**src/rtl/ddram_pkg.sv**
```systemverilog
`default_nettype none
// +----------------------------------------------------------------------+
// | ddram_pkg                                                            |
// | Shared DDRAM write-path widths, entry record and byte-merge helper.  |
// | Rev 1.0                                                              |
// +----------------------------------------------------------------------+
package ddram_pkg;
   localparam int DDRAM_AW  = 29;
   localparam int DDRAM_DW  = 64;
   localparam int DDRAM_BEW = 8;
   localparam int ENTRY_W   = DDRAM_AW + DDRAM_DW + DDRAM_BEW;

   typedef struct packed {
      logic [DDRAM_AW-1:0]  addr;
      logic [DDRAM_DW-1:0]  din;
      logic [DDRAM_BEW-1:0] be;
   } ddram_entry_t;

   function automatic logic [DDRAM_DW-1:0] merge_bytes(
      input logic [DDRAM_DW-1:0]  old_d,
      input logic [DDRAM_DW-1:0]  new_d,
      input logic [DDRAM_BEW-1:0] be
   );
      logic [DDRAM_DW-1:0] r;
      r = old_d;
      for (int i = 0; i < DDRAM_BEW; i++)
         if (be[i]) r[8*i +: 8] = new_d[8*i +: 8];
      return r;
   endfunction
endpackage
`default_nettype wire

```
**src/rtl/wr_fifo.sv**
```systemverilog
`default_nettype none
// +----------------------------------------------------------------------+
// | wr_fifo                                                              |
// | Single-clock show-ahead FIFO; a push into a full FIFO is accepted    |
// | only when a pop frees a slot on the same edge.                       |
// | Rev 1.0                                                              |
// +----------------------------------------------------------------------+
module wr_fifo #(
   parameter int DEPTH = 16,
   parameter int WIDTH = 101,
   localparam int AW   = $clog2(DEPTH)
) (
   input  logic             clk,
   input  logic             rst,
   input  logic             push,
   input  logic [WIDTH-1:0] wdata,
   input  logic             pop,
   output logic [WIDTH-1:0] rdata,
   output logic             full,
   output logic             empty,
   output logic [AW:0]      level
);
   logic [WIDTH-1:0] r_mem [DEPTH];
   logic [AW-1:0]    r_wr_ptr;
   logic [AW-1:0]    r_rd_ptr;
   logic [AW:0]      r_level;
   logic             w_do_pop;
   logic             w_do_push;

   assign empty     = (r_level == '0);
   assign full      = (r_level == (AW+1)'(DEPTH));
   assign w_do_pop  = pop & ~empty;
   assign w_do_push = push & (~full | w_do_pop);
   assign rdata     = r_mem[r_rd_ptr];
   assign level     = r_level;

   always_ff @(posedge clk) begin
      if (w_do_push) r_mem[r_wr_ptr] <= wdata;
   end

   always_ff @(posedge clk) begin
      if (rst) begin
         r_wr_ptr <= '0;
         r_rd_ptr <= '0;
         r_level  <= '0;
      end else begin
         if (w_do_push) r_wr_ptr <= r_wr_ptr + AW'(1);
         if (w_do_pop)  r_rd_ptr <= r_rd_ptr + AW'(1);
         case ({w_do_push, w_do_pop})
            2'b10:   r_level <= r_level + (AW+1)'(1);
            2'b01:   r_level <= r_level - (AW+1)'(1);
            default: r_level <= r_level;
         endcase
      end
   end
endmodule
`default_nettype wire

```
**src/rtl/ddram_wr_buffer.sv**
```systemverilog
`default_nettype none
// +----------------------------------------------------------------------+
// | ddram_wr_buffer                                                      |
// | Byte-merging write combiner feeding a FIFO and a one-deep DDRAM      |
// | write port with backpressure and sticky overflow.                    |
// | Rev 1.0                                                              |
// +----------------------------------------------------------------------+
module ddram_wr_buffer
   import ddram_pkg::*;
#(
   parameter int DEPTH    = 16,
   parameter int IDLE_MAX = 8
) (
   input  logic                   CLK_VIDEO,
   input  logic                   reset,
   input  logic                   in_we,
   input  logic [DDRAM_AW-1:0]    in_addr,
   input  logic [DDRAM_DW-1:0]    in_din,
   input  logic [DDRAM_BEW-1:0]   in_be,
   input  logic                   flush,
   input  logic                   clr_ovf,
   input  logic                   DDRAM_BUSY,
   output logic                   DDRAM_WE,
   output logic [DDRAM_AW-1:0]    DDRAM_ADDR,
   output logic [DDRAM_DW-1:0]    DDRAM_DIN,
   output logic [DDRAM_BEW-1:0]   DDRAM_BE,
   output logic [7:0]             DDRAM_BURSTCNT,
   output logic                   DDRAM_RD,
   output logic [$clog2(DEPTH):0] level,
   output logic                   ovf
);
   localparam int         c_IDLE_W  = $clog2(IDLE_MAX + 1);
   localparam logic [0:0] c_S_IDLE  = 1'b0;
   localparam logic [0:0] c_S_WRITE = 1'b1;

   ddram_entry_t          r_mr;
   logic                  r_mr_valid;
   logic                  r_mr_force;
   logic [c_IDLE_W-1:0]   r_idle_cnt;
   ddram_entry_t          r_out;
   logic [0:0]            r_state;
   logic [0:0]            w_state_nxt;
   logic                  r_ovf;
   ddram_entry_t          w_fifo_rdata;
   logic                  w_full;
   logic                  w_empty;
   logic                  w_pop;
   logic                  w_push;
   logic                  w_mergeable;
   logic                  w_idle_hit;

   // A flushed write is marked forced so it can never absorb a later write.
   assign w_mergeable = in_we & r_mr_valid & ~r_mr_force & ~flush
                      & (in_addr == r_mr.addr) & ((in_be & r_mr.be) == '0);
   assign w_idle_hit  = ~in_we & (r_idle_cnt == c_IDLE_W'(IDLE_MAX - 1));
   assign w_push      = r_mr_valid & ((in_we & ~w_mergeable)
                      | (~in_we & (flush | r_mr_force | w_idle_hit)));

   always_ff @(posedge CLK_VIDEO) begin
      if (reset) begin
         r_mr       <= '0;
         r_mr_valid <= 1'b0;
         r_mr_force <= 1'b0;
         r_idle_cnt <= '0;
      end else if (in_we) begin
         r_idle_cnt <= '0;
         if (w_mergeable) begin
            r_mr.be  <= r_mr.be | in_be;
            r_mr.din <= merge_bytes(r_mr.din, in_din, in_be);
         end else begin
            r_mr       <= '{addr: in_addr, din: in_din, be: in_be};
            r_mr_valid <= 1'b1;
            r_mr_force <= flush;
         end
      end else if (w_push) begin
         r_mr_valid <= 1'b0;
         r_mr_force <= 1'b0;
         r_idle_cnt <= '0;
      end else if (r_mr_valid) begin
         r_idle_cnt <= r_idle_cnt + c_IDLE_W'(1);
      end
   end

   wr_fifo #(.DEPTH(DEPTH), .WIDTH(ENTRY_W)) u_fifo (
      .clk   (CLK_VIDEO),
      .rst   (reset),
      .push  (w_push),
      .wdata (r_mr),
      .pop   (w_pop),
      .rdata (w_fifo_rdata),
      .full  (w_full),
      .empty (w_empty),
      .level (level)
   );

   always_ff @(posedge CLK_VIDEO) begin
      if (reset)                        r_ovf <= 1'b0;
      else if (w_push & w_full & ~w_pop) r_ovf <= 1'b1;
      else if (clr_ovf)                 r_ovf <= 1'b0;
   end

   always_ff @(posedge CLK_VIDEO) begin
      if (reset) r_state <= c_S_IDLE;
      else       r_state <= w_state_nxt;
   end

   always_comb begin
      w_state_nxt = r_state;
      case (r_state)
         c_S_IDLE:  if (!w_empty)   w_state_nxt = c_S_WRITE;
         c_S_WRITE: if (!DDRAM_BUSY) w_state_nxt = w_empty ? c_S_IDLE : c_S_WRITE;
         default:                   w_state_nxt = c_S_IDLE;
      endcase
   end

   always_comb begin
      DDRAM_WE = (r_state == c_S_WRITE);
      w_pop    = ~w_empty & ((r_state == c_S_IDLE) | ~DDRAM_BUSY);
   end

   always_ff @(posedge CLK_VIDEO) begin
      if (reset)      r_out <= '0;
      else if (w_pop) r_out <= w_fifo_rdata;
   end

   assign DDRAM_ADDR     = r_out.addr;
   assign DDRAM_DIN      = r_out.din;
   assign DDRAM_BE       = r_out.be;
   assign DDRAM_BURSTCNT = 8'd1;
   assign DDRAM_RD       = 1'b0;
   assign ovf            = r_ovf;
endmodule
`default_nettype wire
```
**config.mk**
```make
export PLATFORM = sky130hd
export DESIGN_NAME = ddram_wr_buffer
export DESIGN_NICKNAME = d
export VERILOG_FILES = /design/src/rtl/ddram_pkg.sv /design/src/rtl/wr_fifo.sv /design/src/rtl/ddram_wr_buffer.sv
export SDC_FILE = /design/constraint.sdc
export NUM_CORES = 2
export LEC_CHECK = 0
export BUFFER_PORTS_ARGS = -buffer_cell sky130_fd_sc_hd__buf_2
export CORE_MARGIN = 4
export CORE_UTILIZATION = 39
export DETAILED_ROUTE_END_ITERATION = 8
export GPL_ROUTABILITY_DRIVEN = 0
export PLACE_DENSITY = 0.65
export SLEW_MARGIN = 20
export SYNTH_ARGS = -nofsm -noshare
export SYNTH_HDL_FRONTEND = slang
export SYNTH_SLANG_ARGS = --single-unit
```
**constraint.sdc**
```tcl
create_clock -name CLK_VIDEO -period 10.3 [get_ports CLK_VIDEO]
set_input_delay 1.03 -clock CLK_VIDEO [delete_from_list [all_inputs] [get_ports CLK_VIDEO]]
set_output_delay 1.03 -clock CLK_VIDEO [all_outputs]
set_load 0.01 [all_outputs]
```
## Word level (Yosys, flattened, before mapping)

Memories as Yosys holds them, arrays and structs flattened. A register that Yosys moved wholly into a read port is not among the register bits.
Cells that the tools add are included.

- Memories kept: 1
- Input bits: 107
- Register bits after elaboration: 122
- ROM bits: 0
- Memory bits (writable): 1616
- Latch bits: 0
- Output and inout bits: 117
- Word-level logic and storage cells: 106

Memory list:

| memory | depth | width | read ports | clocked after Yosys merged registers in | write ports | RTL line | text |
|---|---|---|---|---|---|---|---|
| u_fifo.r_mem | 16 | 101 | 1 | 1 | 1 | wr_fifo.sv:23 | `logic [WIDTH-1:0] r_mem [DEPTH];` |

- Multiply operators: 0
- Order comparisons: 0
- Equal/unequal tests: 14
- Shifts and indexed selects: 0
- Div/mod/pow operators: 0
- Add/sub/neg operators: 5
- Bitwise operators: 30
- Reduce and logical (&&, ||, !) cells: 16
- Muxes and demuxes: 22

Operator list:

| operator | count |
|---|---|
| $mux W72 | 1 |
| $mux W8 | 8 |
| $eq A29 B29 Y1 | 1 |
| $reduce_and A2 Y1 | 10 |
| $ne A2 B2 Y1 const B | 9 |
| $and A1 B1 Y1 | 14 |
| $add A4 B1 Y4 const B | 3 |
| $mux W1 | 11 |
| $pmux W5 S2 | 1 |
| $not A1 Y1 | 9 |
| $and A8 B8 Y8 | 1 |
| $logic_not A8 Y1 | 1 |
| $or A8 B8 Y8 | 1 |
| $reduce_bool A2 Y1 | 3 |
| $add A5 B1 Y5 const B | 1 |
| $eq A5 B5 Y1 const B | 1 |
| $logic_not A5 Y1 | 1 |
| $or A1 B1 Y1 | 5 |
| $sub A5 B1 Y5 const B | 1 |
| $eq A4 B3 Y1 const B | 1 |
| $reduce_or A3 Y1 | 1 |
| $eq A2 B1 Y1 const B | 1 |
| $eq A2 B2 Y1 const B | 1 |
| $pmux W1 S2 | 1 |

## Longest topological paths before layout

- Depth in word-level cells: 12
- Depth in mapped cells: 15
- Depth with buffers taken out: 15

## Modules after synthesis

From an unflattened synthesis, not the netlist that was laid out.

- Cell total of the unflattened synthesis: 3472
- Area, all modules: 69101.3 um^2

Modules (own cells, without submodules):

| module | instances | area an instance (um^2) | cells each | seq. area each (um^2) |
|---|---|---|---|---|
| wr_fifo | 1 | 61193.7 | 2589 | 48866.9 |
| ddram_wr_buffer | 1 | 7907.6 | 883 | 4204.0 |

## Least setup slack after synthesis

Ideal clock, no wire load.

- Path kind: in2reg
- Start: input in_we
- End: memory u_fifo.r_mem[11][0], enable pin
- Arrival: 8.928 ns
- Stages: 6
- Path buffers: 1
- Path slack: 0.687 ns
- Required time: 9.616 ns
- Library setup time: 0.684 ns
- Cell sequence: buf_2 > a21oi_1 > o21ai_1 > nor3_2 > nand2_1 > nor3_1

- Longest elaborated chain between the ends: 12
- Elaborated cells on any way between the ends: 16
- Those cells by class: mux: 2; bitwise: 14

RTL lines:

| item | RTL line | text |
|---|---|---|
| from (decl) | ddram_wr_buffer.sv:16 | `input logic in_we,` |
| $and A1 B1 Y1 (3 in series) | ddram_wr_buffer.sv:53 | `assign w_mergeable = in_we & r_mr_valid & ~r_mr_force & ~flush` |
| $and A1 B1 Y1 (2 in series) | ddram_wr_buffer.sv:54 | `& (in_addr == r_mr.addr) & ((in_be & r_mr.be) == '0);` |
| $not A1 Y1 (no source line) | -- |  |
| $and A1 B1 Y1 | ddram_wr_buffer.sv:56 | `assign w_push = r_mr_valid & ((in_we & ~w_mergeable)` |
| $or A1 B1 Y1 * | ddram_wr_buffer.sv:57 | `\| (~in_we & (flush \| r_mr_force \| w_idle_hit)));` |
| $and A1 B1 Y1 * | ddram_wr_buffer.sv:56 |  |
| $and A1 B1 Y1 * | wr_fifo.sv:33 | `assign w_do_push = push & (~full \| w_do_pop);` |
| $mux W1 * | wr_fifo.sv:38 | `if (w_do_push) r_mem[r_wr_ptr] <= wdata;` |
| $mux W1 (implied by the code) * | wr_fifo.sv:38 |  |
| to (decl) | wr_fifo.sv:23 |  |

Every way passes the cells marked *; elsewhere a longest branch is shown, timed or not.

## Worst setup path in the final report

- Start: register r_mr[5] (netlist name)
- End: memory u_fifo.r_mem[8][62], enable pin

- Longest elaborated chain between the ends: 10

RTL lines:

| item | RTL line | text |
|---|---|---|
| from (decl) | ddram_wr_buffer.sv:36 | `ddram_entry_t r_mr;` |
| from (signal assigned) | ddram_wr_buffer.sv:71 | `r_mr <= '{addr: in_addr, din: in_din, be: in_be};` |
| $and A8 B8 Y8 | ddram_wr_buffer.sv:54 |  |
| $logic_not A8 Y1 | ddram_wr_buffer.sv:54 |  |
| $and A1 B1 Y1 | ddram_wr_buffer.sv:54 |  |
| $not A1 Y1 (no source line) | -- |  |
| $and A1 B1 Y1 | ddram_wr_buffer.sv:56 |  |
| $or A1 B1 Y1 | ddram_wr_buffer.sv:57 |  |
| $and A1 B1 Y1 | ddram_wr_buffer.sv:56 |  |
| $and A1 B1 Y1 | wr_fifo.sv:33 |  |
| $mux W1 | wr_fifo.sv:38 |  |
| $mux W1 (implied by the code) | wr_fifo.sv:38 |  |

No other way between the ends.

==> summary.log <==
qor: synthesis.synth.top_cells.by_area edfxtp_1, mux4_2, dfxtp_1
qor: synthesis.synth-main-ff-cell edfxtp_1
qor: critical_path.timing.critical_path.slowest_stage_cell nor3_2
qor: global_route.grt_antenna_before_repair 14
qor: route.vias 32,500
qor: final_layout.final_nets 3,636
qor: critical_path.timing.critical_path.from_type flop
qor: clocking.clock_path_buffers 3
qor: route.routed_wire_length_per_instance 26.7 µm
qor: clocking.clk-insertion-delay-late 830 ps
qor: sta.finalSetupViolCount 0
qor: global_route.grt_start_max_net_pins 159
qor: placed_design.place_inst 5,672
qor: sta.max_slew_margin 0.201
qor: sta.worst_slew_pin_slew 1200 ps
qor: floorplanning.floorplan.die.width 430 µm
qor: floorplanning.fp.coreArea 176,000 µm²
qor: critical_path.number_of_buffers_and_inverters_on_the_critical_path 2
qor: clocking.tritoncts built
qor: pwr.leak_pwr 25.1 nW
qor: critical_path.worst-endpoint-arrival 5660 ps
qor: clocking.path_clk_slew 60 ps
qor: synthesis.yosysSeqAreaShare 0.765
qor: global_route.vias_in_the_first_global_route 33,600
qor: sta.tns 0 ps
qor: route.antenna_violating_nets_post_route 0
qor: clocking.post_cts.repair.setup_buffers 0
qor: synthesis.netlist.top_cell.by_area edfxtp_1
qor: synthesis.syn-instance-count 3,247
qor: sta.final_min_period_over_clock_period 0.509
qor: clocking.cts.repair.resized 0
qor: sta.timing.final.crit_period 5240 ps
qor: clocking.clock_tree.htree_level_count 4
qor: route.route.detailed.vias_per_inst 5.40
qor: critical_path.path_cells a22oi_1 -> nand2_1 -> nor3_2 -> and4_1 -> nor3_2 -> and3_4 -> buf_4 -> buf_4
qor: worst_hold_path.worstHoldPathType reg -> reg
qor: synthesis.synth_area 69,300 µm²
qor: synthesis.synthDominantCellAreaShare 0.700
qor: synthesis.ys_async_sr_fraction 0
qor: clocking.cts-buffers-inserted 184
qor: placed_design.numPortBuffers 214
qor: route.drc 0
qor: critical_path.timing.critical_path.max_delay_family simple AND/OR/NAND/NOR gates
qor: pwr.worst_ir_drop_vdd 0.213 mV
qor: floorplanning.die_area 184,000 µm²
qor: floorplanning.floorplan.io_pins 224
qor: outcome.status completed
qor: clocking.clock-sinks 1,839
qor: sta.finalHoldViolCount 0
qor: synthesis.synth-edff-count 1,616
qor: floorplanning.row_count 154
qor: route.drt-total-wl 161 mm
qor: job.cap_violations 0
qor: critical_path.cp-end-kind flop
qor: critical_path.worst-path-max-fanout 45
qor: floorplanning.die_h 430 µm
qor: clocking.clock_tree.root_cell clkbuf_16
qor: critical_path.timing.critical_path.slowest_cell_delay 910 ps
qor: global_route.global_route_wire_length_before_repair 236 mm
qor: synthesis.yosys_warnings 0
qor: route.drt_first_iter_violations 3,309
qor: pwr.p_per_area 239 nW/µm²
qor: sta.finalMaxSlewViolations 0
qor: synthesis.ys_ff_latch 1,839
qor: global_route.global_route.usage.total 0.174
qor: critical_path.required_time_of_the_critical_path 10,720 ps
qor: synthesis.post_syn_area_per_cell 21.3 µm²
qor: pwr.totalPowerFinal 0.0188 W
qor: sta.fmax 191 MHz
qor: clocking.cts-hold-fix-buffers 0
qor: final_layout.finalNonFillerCells 6,022
qor: route.drt_pass1_iterations 5
qor: sta.rsz0062_at_grt no
qor: final_layout.area_growth_syn_to_layout 13.7%
qor: placed_design.place_hpwl 90.9 mm
qor: synthesis.synth.distinct_cells 50
qor: critical_path.timing_worst_setup_path_type reg -> reg
qor: global_route.grt.overflow.total 0
qor: floorplanning.initial_utilization 0.393
qor: sta.timing.clock.skew 43.6 ps
qor: final_layout.final_layout_size_suffix_gt1_frac 0.289
## layer usage
metal	vias up	global-route usage	share of wire	routed length (µm)
met1	17400	0.230	0.41	66200
li1	13900	-	-	-
met2	975	0.293	0.51	81100
met4	0	0.0569	0.031	5050
met5	-	0	0	0
met3	238	0.0307	0.051	8220
## layout by cell type, fill, tap and decap left out, types with 52 or more instances in the layout
master	count
edfxtp_1	1616
mux4_2	505
nand2_1	241
dfxtp_1	219
buf_2	212
clkbuf_16	185
a21oi_1	136
nor2_1	97
mux2i_1	67
clkbuf_1	52
## Yosys cell counts (3+ instances only)
| cell type | instances |
|---|---|
| nand4_1 | 10 |
| nand3_1 | 33 |
| nor3_1 | 4 |
| o21ai_2 | 4 |
| dfxtp_1 | 223 |
| edfxtp_1 | 1616 |
| buf_4 | 39 |
| inv_1 | 5 |
| a21oi_1 | 137 |
| nand2_1 | 241 |
| mux4_2 | 505 |
| nor2b_1 | 7 |
| mux2i_1 | 67 |
| and3_1 | 15 |
| buf_6 | 9 |
| buf_1 | 31 |
| xor2_1 | 6 |
| buf_2 | 34 |
| mux2_1 | 4 |
| nor2_1 | 97 |
| o21ai_0 | 3 |
| o21ai_4 | 5 |
| a22oi_1 | 11 |
| clkbuf_1 | 71 |
| ha_1 | 9 |
| nor3_2 | 3 |
| xnor2_1 | 31 |
## layout make-up
cell class	instances	area, µm²
Antenna cell	6	15.0
Fill cell	14900	97700
Sequential cell	1839	53000
Clock buffer	241	4860
Tap cell	2340	2930
Timing Repair Buffer	263	1520
Clock inverter	102	976
Multi-Input combinational cell	1225	15500
Inverter	6	22.5
## registers in the layout (all words and copies together) (netlist names)
name / count
DDRAM_ADDR: 29
DDRAM_BE: 8
r_mr_valid: 1
r_idle_cnt: 4
ovf: 1
r_mr: 101
r_mr_force: 1
u_fifo.r_wr_ptr: 4
u_fifo.r_mem: 1616
DDRAM_DIN: 64
u_fifo.level: 5
DDRAM_WE: 1
u_fifo.r_rd_ptr: 4
## where the power goes
group / total (W) / internal (W) / switching (W)
Clock: 0.00643 / 0.00361 / 0.00282
Sequential: 0.00867 / 0.00836 / 0.000316
Combinational: 0.00371 / 0.00176 / 0.00195
Total: 0.0188 / 0.0137 / 0.00508
## worst register-to-register path, cell delays in order, from the launching register on
cell and delay (ps):
dfxtp_1 760, a22oi_1 350, nand2_1 190, nor3_2 120, and4_1 310, nor3_2 910, and3_4 690, buf_4 610
buf_4 840
## final timing paths
check	startpoint	end	slack, ps	cells past startpoint
worst max-delay path	r_mr[5]	u_fifo.r_mem[8][62]	5060	8
worst min-delay path	DDRAM_DIN[44]	DDRAM_DIN[44]	450	2
worst max register to register	r_mr[5]	u_fifo.r_mem[8][62]	5060	8
worst min register to register	DDRAM_DIN[44]	DDRAM_DIN[44]	450	2
## kinds of logic after synthesis
| group | after synthesis | share of synthesized area |
|---|---|---|
| flip-flops | 1839 | 0.765 |
| multiplexers | 578 | 0.175 |
| AO/OA/AOI/OAI | 170 | 0.0142 |
| AND/OR/NAND/NOR | 421 | 0.0256 |
| other | 2 | 0.000108 |
| adder cells (fa/ha/maj) | 10 | 0.00191 |
| XOR/XNOR | 37 | 0.00468 |
| buffers and inverters | 190 | 0.0140 |
## stage by stage
| step | cell area (µm²) | hold slack, ps | util | worst slack (ps) |
|---|---|---|---|---|
| 2_1_floorplan | 69300 | 454 | - | 687 |
| 3_5_place_dp | 72900 | 444 | 0.413 | 4470 |
| 6_report | 78800 | 449 | 0.446 | 5060 |
| 4_1_cts | 78700 | 392 | 0.446 | 4980 |
| 3_3_place_gp | 72900 | 441 | 0.413 | 4470 |
| 5_1_grt | 78800 | 417 | 0.446 | 4860 |
Note: power is estimated with default switching activity, not from simulation.
